$ cat src/rtl/nn_act_pkg.sv
// Shared constants for the activation pipeline.
// Mode encodings and default datapath geometry.
package nn_act_pkg;
  localparam logic [1:0] MODE_PASS  = 2'b00;
  localparam logic [1:0] MODE_RELU  = 2'b01;
  localparam logic [1:0] MODE_LEAKY = 2'b10;
  localparam logic [1:0] MODE_CLIP  = 2'b11;

  localparam int DEF_DATA_W = 16;
  localparam int DEF_LANES  = 4;
endpackage

$ cat src/rtl/nn_activation_pipe_lane.sv
// Single-lane combinational activation.
// Reports whether a negative input was forced to zero.
module nn_act_lane
  import nn_act_pkg::*;
#(
  parameter int DATA_W     = DEF_DATA_W,
  parameter int LEAK_SHIFT = 3
) (
  input  logic signed [DATA_W-1:0] x,
  input  logic        [1:0]        mode,
  input  logic signed [DATA_W-1:0] clip_val,
  output logic signed [DATA_W-1:0] y,
  output logic                     clamped
);

  logic signed [DATA_W-1:0] c;
  logic                     neg;

  always_comb begin
    c       = clip_val[DATA_W-1] ? '0 : clip_val;
    neg     = x[DATA_W-1];
    y       = x;
    clamped = 1'b0;
    unique case (mode)
      MODE_RELU: begin
        if (neg) begin
          y       = '0;
          clamped = 1'b1;
        end
      end
      MODE_LEAKY: begin
        if (neg) y = x >>> LEAK_SHIFT;
      end
      MODE_CLIP: begin
        if (neg) begin
          y       = '0;
          clamped = 1'b1;
        end else if (x > c) begin
          y = c;
        end
      end
      default: y = x;
    endcase
  end

endmodule

$ cat src/rtl/nn_activation_pipe.sv
// Two-stage valid/ready activation pipe with per-frame
// config latch and saturating zero-clamp counter.
module nn_activation_pipe
  import nn_act_pkg::*;
#(
  parameter int DATA_W     = DEF_DATA_W,
  parameter int LANES      = DEF_LANES,
  parameter int LEAK_SHIFT = 3,
  parameter int CNT_W      = 16
) (
  input  logic                    clk,
  input  logic                    rst_n,
  input  logic [1:0]              mode,
  input  logic [DATA_W-1:0]       clip_val,
  input  logic                    in_valid,
  output logic                    in_ready,
  input  logic [LANES*DATA_W-1:0] in_data,
  input  logic                    in_last,
  output logic                    out_valid,
  input  logic                    out_ready,
  output logic [LANES*DATA_W-1:0] out_data,
  output logic                    out_last,
  output logic [CNT_W-1:0]        zero_count
);

  localparam int CW = $clog2(LANES + 1);

  logic                    first_q, first_d;
  logic [1:0]              cfg_mode_q, cfg_mode_d;
  logic [DATA_W-1:0]       cfg_clip_q, cfg_clip_d;

  logic                    s1_valid_q, s1_valid_d;
  logic [LANES*DATA_W-1:0] s1_data_q, s1_data_d;
  logic [1:0]              s1_mode_q, s1_mode_d;
  logic [DATA_W-1:0]       s1_clip_q, s1_clip_d;
  logic                    s1_first_q, s1_first_d;
  logic                    s1_last_q, s1_last_d;

  logic                    s2_valid_q, s2_valid_d;
  logic [LANES*DATA_W-1:0] s2_data_q, s2_data_d;
  logic                    s2_last_q, s2_last_d;
  logic [CNT_W-1:0]        acc_q, acc_d;

  logic                    s1_ready, s2_ready;
  logic [LANES*DATA_W-1:0] act_data;
  logic [LANES-1:0]        lane_clamp;
  logic [CW-1:0]           beat_cnt;
  logic [CNT_W-1:0]        acc_base;
  logic [CNT_W:0]          acc_sum;

  assign s2_ready = !s2_valid_q || out_ready;
  assign s1_ready = !s1_valid_q || s2_ready;
  assign in_ready = s1_ready;

  for (genvar g = 0; g < LANES; g++) begin : g_lane
    nn_act_lane #(
      .DATA_W    (DATA_W),
      .LEAK_SHIFT(LEAK_SHIFT)
    ) u_lane (
      .x       (s1_data_q[g*DATA_W +: DATA_W]),
      .mode    (s1_mode_q),
      .clip_val(s1_clip_q),
      .y       (act_data[g*DATA_W +: DATA_W]),
      .clamped (lane_clamp[g])
    );
  end

  always_comb begin
    beat_cnt = '0;
    for (int i = 0; i < LANES; i++)
      beat_cnt = beat_cnt + CW'(lane_clamp[i]);
    acc_base = s1_first_q ? '0 : acc_q;
    acc_sum  = {1'b0, acc_base} + (CNT_W+1)'(beat_cnt);
  end

  always_comb begin
    first_d    = first_q;
    cfg_mode_d = cfg_mode_q;
    cfg_clip_d = cfg_clip_q;
    s1_valid_d = s1_valid_q;
    s1_data_d  = s1_data_q;
    s1_mode_d  = s1_mode_q;
    s1_clip_d  = s1_clip_q;
    s1_first_d = s1_first_q;
    s1_last_d  = s1_last_q;
    s2_valid_d = s2_valid_q;
    s2_data_d  = s2_data_q;
    s2_last_d  = s2_last_q;
    acc_d      = acc_q;

    if (s1_ready) begin
      s1_valid_d = in_valid;
      if (in_valid) begin
        // first beat of a frame uses live config and latches it
        s1_data_d  = in_data;
        s1_mode_d  = first_q ? mode : cfg_mode_q;
        s1_clip_d  = first_q ? clip_val : cfg_clip_q;
        s1_first_d = first_q;
        s1_last_d  = in_last;
        first_d    = in_last;
        if (first_q) begin
          cfg_mode_d = mode;
          cfg_clip_d = clip_val;
        end
      end
    end

    if (s2_ready) begin
      s2_valid_d = s1_valid_q;
      if (s1_valid_q) begin
        s2_data_d = act_data;
        s2_last_d = s1_last_q;
        acc_d     = acc_sum[CNT_W] ? '1 : acc_sum[CNT_W-1:0];
      end
    end
  end

  always_ff @(posedge clk) begin
    if (!rst_n) begin
      first_q    <= 1'b1;
      cfg_mode_q <= MODE_PASS;
      cfg_clip_q <= '0;
      s1_valid_q <= 1'b0;
      s1_data_q  <= '0;
      s1_mode_q  <= MODE_PASS;
      s1_clip_q  <= '0;
      s1_first_q <= 1'b0;
      s1_last_q  <= 1'b0;
      s2_valid_q <= 1'b0;
      s2_data_q  <= '0;
      s2_last_q  <= 1'b0;
      acc_q      <= '0;
    end else begin
      first_q    <= first_d;
      cfg_mode_q <= cfg_mode_d;
      cfg_clip_q <= cfg_clip_d;
      s1_valid_q <= s1_valid_d;
      s1_data_q  <= s1_data_d;
      s1_mode_q  <= s1_mode_d;
      s1_clip_q  <= s1_clip_d;
      s1_first_q <= s1_first_d;
      s1_last_q  <= s1_last_d;
      s2_valid_q <= s2_valid_d;
      s2_data_q  <= s2_data_d;
      s2_last_q  <= s2_last_d;
      acc_q      <= acc_d;
    end
  end

  assign out_valid  = s2_valid_q;
  assign out_data   = s2_data_q;
  assign out_last   = s2_last_q;
  assign zero_count = acc_q;

endmodule

$ cat config.mk
export PLATFORM = sky130hd
export DESIGN_NAME = nn_activation_pipe
export DESIGN_NICKNAME = d
export VERILOG_FILES = /design/src/rtl/nn_act_pkg.sv /design/src/rtl/nn_activation_pipe_lane.sv /design/src/rtl/nn_activation_pipe.sv
export SDC_FILE = /design/constraint.sdc
export NUM_CORES = 1
export LEC_CHECK = 0
export CAP_MARGIN = 20
export CORE_MARGIN = 5
export CORE_UTILIZATION = 40
export CTS_BUF_LIST = sky130_fd_sc_hd__clkbuf_16
export DETAILED_ROUTE_END_ITERATION = 6
export GPL_TIMING_DRIVEN = 0
export PLACE_DENSITY = 0.65
export REMOVE_ABC_BUFFERS = 1
export SYNTH_ARGS = -nofsm -noshare
export SYNTH_HDL_FRONTEND = slang
export SYNTH_SLANG_ARGS = --single-unit
$ cat constraint.sdc
create_clock -name clk -period 3.9 [get_ports clk]
set_input_delay 0.78 -clock clk [delete_from_list [all_inputs] [get_ports clk]]
set_output_delay 0.78 -clock clk [all_outputs]
set_load 0.05 [all_outputs]
Word-level counts from Yosys, hierarchy flattened
Index checks and enable logic that the tools add are counted.
{ "word_totals": {"register_bits": 168, "in_bits": 87, "out_inout_bits": 83} }
{ "op_classes": {"n_addsub": 4, "magnitude_cmp": 4, "eq_ne": 3, "muxes": 33, "n_reduce_logical": 8} }
{ "ops": {"columns": ["cell", "count"], "rows": [
  ["$mux W16", 15],
  ["$pmux W16 S3", 4],
  ["$mux W15", 5],
  ["$gt A16 B16 Y1", 4],
  ["$add A16 B3 Y17", 1],
  ["$mux W1", 8],
  ["$eq A2 B2 Y1 const B", 2],
  ["$reduce_and A2 Y1", 2],
  ["$add A2 B1 Y3", 1],
  ["$add A3 B1 Y3", 1],
  ["$reduce_and A3 Y1", 1],
  ["$add A1 B1 Y2", 1],
  ["$eq A2 B1 Y1 const B", 1],
  ["$logic_not A1 Y1", 2],
  ["$logic_or A1 B1 Y1", 2],
  ["$mux W2", 1],
  ["$reduce_or A2 Y1", 1]
]} }

Logic depth before layout (Yosys ltp)
{ "depth": {"word_depth": 8, "depth_mapped": 13} }

Hierarchy
From an unflattened synthesis, not the netlist that was laid out.
{ "unflattened": {"hier_cells": 1568, "area_unflattened_um2": 11172.0} }
{ "by_module_without_submodules": {"columns": ["mod", "n_inst", "cells_each", "area_each_um2", "seq_area_each_um2"], "rows": [
  ["nn_activation_pipe", 1, 784, 6257.3, 3363.2],
  ["nn_act_lane", 4, 196, 1228.7, 0.0]
]} }

Least setup slack after synthesis
No wires, ideal clock.
{ "synth_path": {"kind": "reg-to-reg", "from": "reg s1_data_q[15]", "to": "reg acc_q[5], in the netlist zero_count[5]", "setup_ns": 0.119, "t_arrival_ns": 3.627, "required_time_ns": 3.781, "setup_slack_ns": 0.154, "path_stages_with_launch": 14, "n_path_buf": 3, "path_cell_list": "dfxtp_1 -> clkbuf_1 -> clkbuf_1 -> clkbuf_1 -> and2_1 -> fa_1 -> fa_1 -> fa_1 -> and4_1 -> nand2_1 -> nor2_1 -> a21oi_1 -> a21oi_1 -> o221a_2"} }
{ "synth_via": {"elab_chain_cells": 7} }
{ "synth_rtl": {"columns": ["item", "line_no", "source"], "rows": [
  ["start, declared", "nn_activation_pipe.sv:33", "logic [LANES*DATA_W-1:0] s1_data_q, s1_data_d;"],
  ["start signal, assigned", "nn_activation_pipe.sv:138", "s1_data_q <= s1_data_d;"],
  ["$mux W1", "nn_activation_pipe_lane.sv:26, nn_activation_pipe_lane.sv:35", null],
  ["$mux W1", null, null],
  ["$add A1 B1 Y2", "nn_activation_pipe.sv:71", "beat_cnt = beat_cnt + CW'(lane_clamp[i]);"],
  ["$add A2 B1 Y3", "nn_activation_pipe.sv:71", null],
  ["$add A3 B1 Y3", "nn_activation_pipe.sv:71", null],
  ["$add A16 B3 Y17", "nn_activation_pipe.sv:73", "acc_sum = {1'b0, acc_base} + (CNT_W+1)'(beat_cnt);"],
  ["$mux W16", "nn_activation_pipe.sv:113", "acc_d = acc_sum[CNT_W] ? '1 : acc_sum[CNT_W-1:0];"],
  ["end signal, assigned", "nn_activation_pipe.sv:132", "acc_q <= '0;"],
  ["end signal, assigned", "nn_activation_pipe.sv:146", "acc_q <= acc_d;"],
  ["end, declared", "nn_activation_pipe.sv:42", "logic [CNT_W-1:0] acc_q, acc_d;"]
]} }
Every way passes these cells.
A chain may end at the register's enable or synchronous reset.

Worst setup path after layout
{ "layout_path": {"from": "reg s1_data_q[15]", "to": "reg acc_q[13], in the netlist zero_count[13]"} }
Same word-level chain as after synthesis.

==> metrics.md <==
| Metric | Value |
|---|---|
| Finish-stage setup viols | 0 |
| Area of the multi-input gates | 8050 um^2 |
| P per Cell Area | 347 nW/um^2 |
| Crit-path max cell delay | 590 ps |
| Die Footprint | 33800 um^2 |
| Clock power frac | 0.346 |
| Syn Inst Count | 1603 |
| Unique masters post-synth | 56 |
| Routed WL | 40300 um |
| Minimum clock period | 3700 ps |
| Site Rows | 63 |
| Util after Layout | 0.493 |
| DR WL/cell | 19.5 um |
| Routability cong. | 0.796 |
| Synth-to-layout area growth | 21.1% |
| Crit. End Element | flip-flop |
| Worst R2R Path Depth | 10 |
| Worst path most repeated cell | fa_1 |
| Skew-Pair Late Insertion Delay | 440 ps |
| Status | finished, final reports clean |
| H-tree Lvls | 4 |
| Combinational power share | 0.261 |
| Commonest non-fill, non-tap cell in the layout | nand2_1 |
| Synth warn | 0 |
| R2r setup slk | 200 ps |
| Sequential area share after synthesis | 0.278 |
| Cell area after layout | 14600 um^2 |
| Ant diodes | 0 |
| Post-CTS Hold Fix Bufs | 0 |
| Crit path required time | 4230 ps |
| CTS tree | built |
| IO Port Bufs | 169 |
| Worst slew pin tran | 991 ps |
| Placed Area | 13900 um^2 |
| Largest net degree at the start of global routing | 136 |
| P_leak | 0.00493 uW |
| Sequential Power Share | 0.393 |
| Hold depth | 2 |
| Overall die height | 184 um |
| Final nets | 1815 |
| CP Launch Type | flip-flop |
| Cell Area, Synth | 12100 um^2 |
| Worst Skew | 14.6 ps |
| Hold WC Path Type | flip-flop to flip-flop |
| Worst slew margin | 0.339 |
| CP max stage cell | dfxtp_4 |
| Max FO, Critical Path | 36 |
| CTS max path bufs | 2 |
| Fill cell count | 2853 |
| Crit share post-route | 0.949 |
| Layout cell share with drive strength beyond 1 | 0.0692 |
| # IOs | 170 |
| First-pass GRT wire length | 63100 um |
| RSZ-0062 raised after global routing | false |
| Post-Place Cells | 2028 |
| Most frequent cells in the layout | nand2_1, clkdlybuf4s50_1, dfxtp_1, a21oi_1, a21boi_0 |
| Kind of critical path | flip-flop to flip-flop |
| Remaining antenna violation count | 0 |
| Clk sinks | 168 |
| DRT iter0 DRCs | 1257 |
| Min-delay src | s1_clip_q[14] |
| TritonCTS buffer count | 17 |
| CP Data Arrival Time | 4030 ps |
| F_max | 0.270 GHz |
| Worst r2r src | s1_data_q[15] |
| Vias per inst | 6.09 |
| Avg Cell Area, Syn | 7.54 um^2 |
| Post-synth EDFFs | 0 |
| Main flop type after synthesis | dfxtp_1 |
| Final Max Tran Viols | 0 |
| Post-route DRC | 0 |
| Root buf cell | clkbuf_16 |
| Vias in the first global route | 11800 |
| Max_cap viols | 0 |
| GRT Total Usage | 0.227 |
| Post-DP HPWL | 24900 um |
| Sw frac | 0.361 |
| Initial antenna violation count | 0 |
| Clk slew on worst S/H paths | 80 ps |
| Pint | 3250 uW |
| Initial Util | 0.407 |
| Max IR drop VDD | 321 uV |
| Total core area | 29700 um^2 |
| Post-synthesis register bit count | 168 |
| First-pass iteration count of the detailed router | 6 |
| Hold Vio Cnt, Final | 0 |
| Grt ovf | 0 |
| Chip width | 184 um |
| FFs w/ async S/R, synth | 0 |
| Post-Layout Cell Count | 2067 |
| Switching power | 1840 uW |
| Reg area | 3380 um^2 |
| Worst path cell trace | and2_1, fa_1, fa_1, fa_1, and4_1, nand2_1, nor2_1, a21oi_2, a21oi_1, o221a_2 |
| Crit path from | s1_data_q[15] |
| Power Total | 5090 uW |
| Vias | 12600 |
worst max-delay path, delay by kind of cell, from the launching register on:
kind,cells,cell delay [ps]
adders and majority gates,3,1390
DFF,1,590
AOI/OAI and AO/OA,3,730
and+or+nand+nor,4,880
power by group through the flow:
stage | logic [uW] | registers [uW] | clock network [uW]
6_report | 1330 | 2000 | 1760
5_1_grt | 1440 | 2020 | 1850
4_1_cts | 1300 | 2000 | 1800
3_5_place_dp | 1280 | 2050 | 0
3_3_place_gp | 1260 | 2060 | 0
2_1_floorplan | 628 | 2180 | 0
per-layer routing:
layer / part of all wire / vias up / track usage / wire (um)
met4: 0.015 / 0 / 0.0606 / 601
li1: - / 6041 / - / -
met3: 0.068 / 42 / 0.0346 / 2740
met5: 0 / - / 0 / 0
met1: 0.46 / 6012 / 0.319 / 18600
met2: 0.46 / 485 / 0.365 / 18400
registers in the layout (all words and copies together), names as in the netlist:
register	flops
s1_mode_q	2
s1_last_q	1
out_last	1
zero_count	16
out_valid	1
s1_data_q	64
s1_first_q	1
s1_clip_q	16
s1_valid_q	1
first_q	1
out_data	64
path summary, 6_finish.rpt:
check | endpoint
max | zero_count[13]
min | s1_clip_q[14]
max reg2reg | zero_count[13]
min reg2reg | s1_clip_q[14]
stage by stage:
step / hold WS [ps] / TNS (ps) / setup slack [ps]
final: 461 / 0 / 200
after detailed placement: 455 / -3490 / -504
after floorplan: 439 / -48640 / -1530
after CTS: 465 / 0 / 23.8
after global routing: 485 / 0 / 22.8
after global placement: 452 / -604610 / -5240
layout make-up:
class | count | share of cell area
clock buffer | 17 | 0.0290
clock inverter | 15 | 0.0110
inverter | 35 | 0.00897
multi-input combinational | 1256 | 0.550
sequential | 168 | 0.231
tap | 390 | 0.0333
timing repair buffer | 186 | 0.137
synthesized netlist by cell type (2+ instances only):
cell type,number,area [um^2]
a21boi_0,100,751
nor3_1,29,145
o21a_1,4,30.0
nand3b_1,5,37.5
o211ai_1,72,541
fa_1,3,60.1
o21ai_0,77,385
and4b_1,2,20.0
ha_1,61,763
a211oi_1,49,368
o221a_2,9,101
nor2_1,66,248
o311ai_0,3,26.3
a22oi_1,3,22.5
clkbuf_1,116,435
dfxtp_1,168,3360
nand3_1,36,180
buf_2,17,85.1
a31oi_1,3,18.8
a21o_1,12,90.1
o211a_1,4,40.0
o2111ai_1,72,631
nor2b_1,13,81.3
or3_1,36,225
o221ai_1,2,17.5
inv_1,35,131
a41o_1,6,60.1
or2_2,5,31.3
and2_1,8,50.1
nand2_1,274,1030
buf_1,9,33.8
a2111oi_0,3,26.3
and3_1,6,37.5
and4_1,8,70.1
nand4_1,12,75.1
o31ai_1,2,15.0
a211o_1,4,35.0
mux2_2,36,405
a2111o_1,12,135
nand4b_1,5,43.8
nand2b_1,65,407
a21oi_1,137,686
what timing repair did:
action	CTS	global route
pin swaps	0	0
gates cloned	0	1
endpoints found under the setup margin	16	20
setup buffers	2	3
resized for setup	4	3
cells by family (layout without fill, tap and decap cells):
logic type	count (synthesis)	count (layout)	share of synthesized area
muxes	37	37	0.0344
and+or+nand+nor	575	575	0.227
buffers and inverters	179	253	0.0583
DFF	168	168	0.278
adders and majority gates	64	64	0.0681
AOI/OAI and AO/OA	580	580	0.334
(Power assumes the default switching activity.)
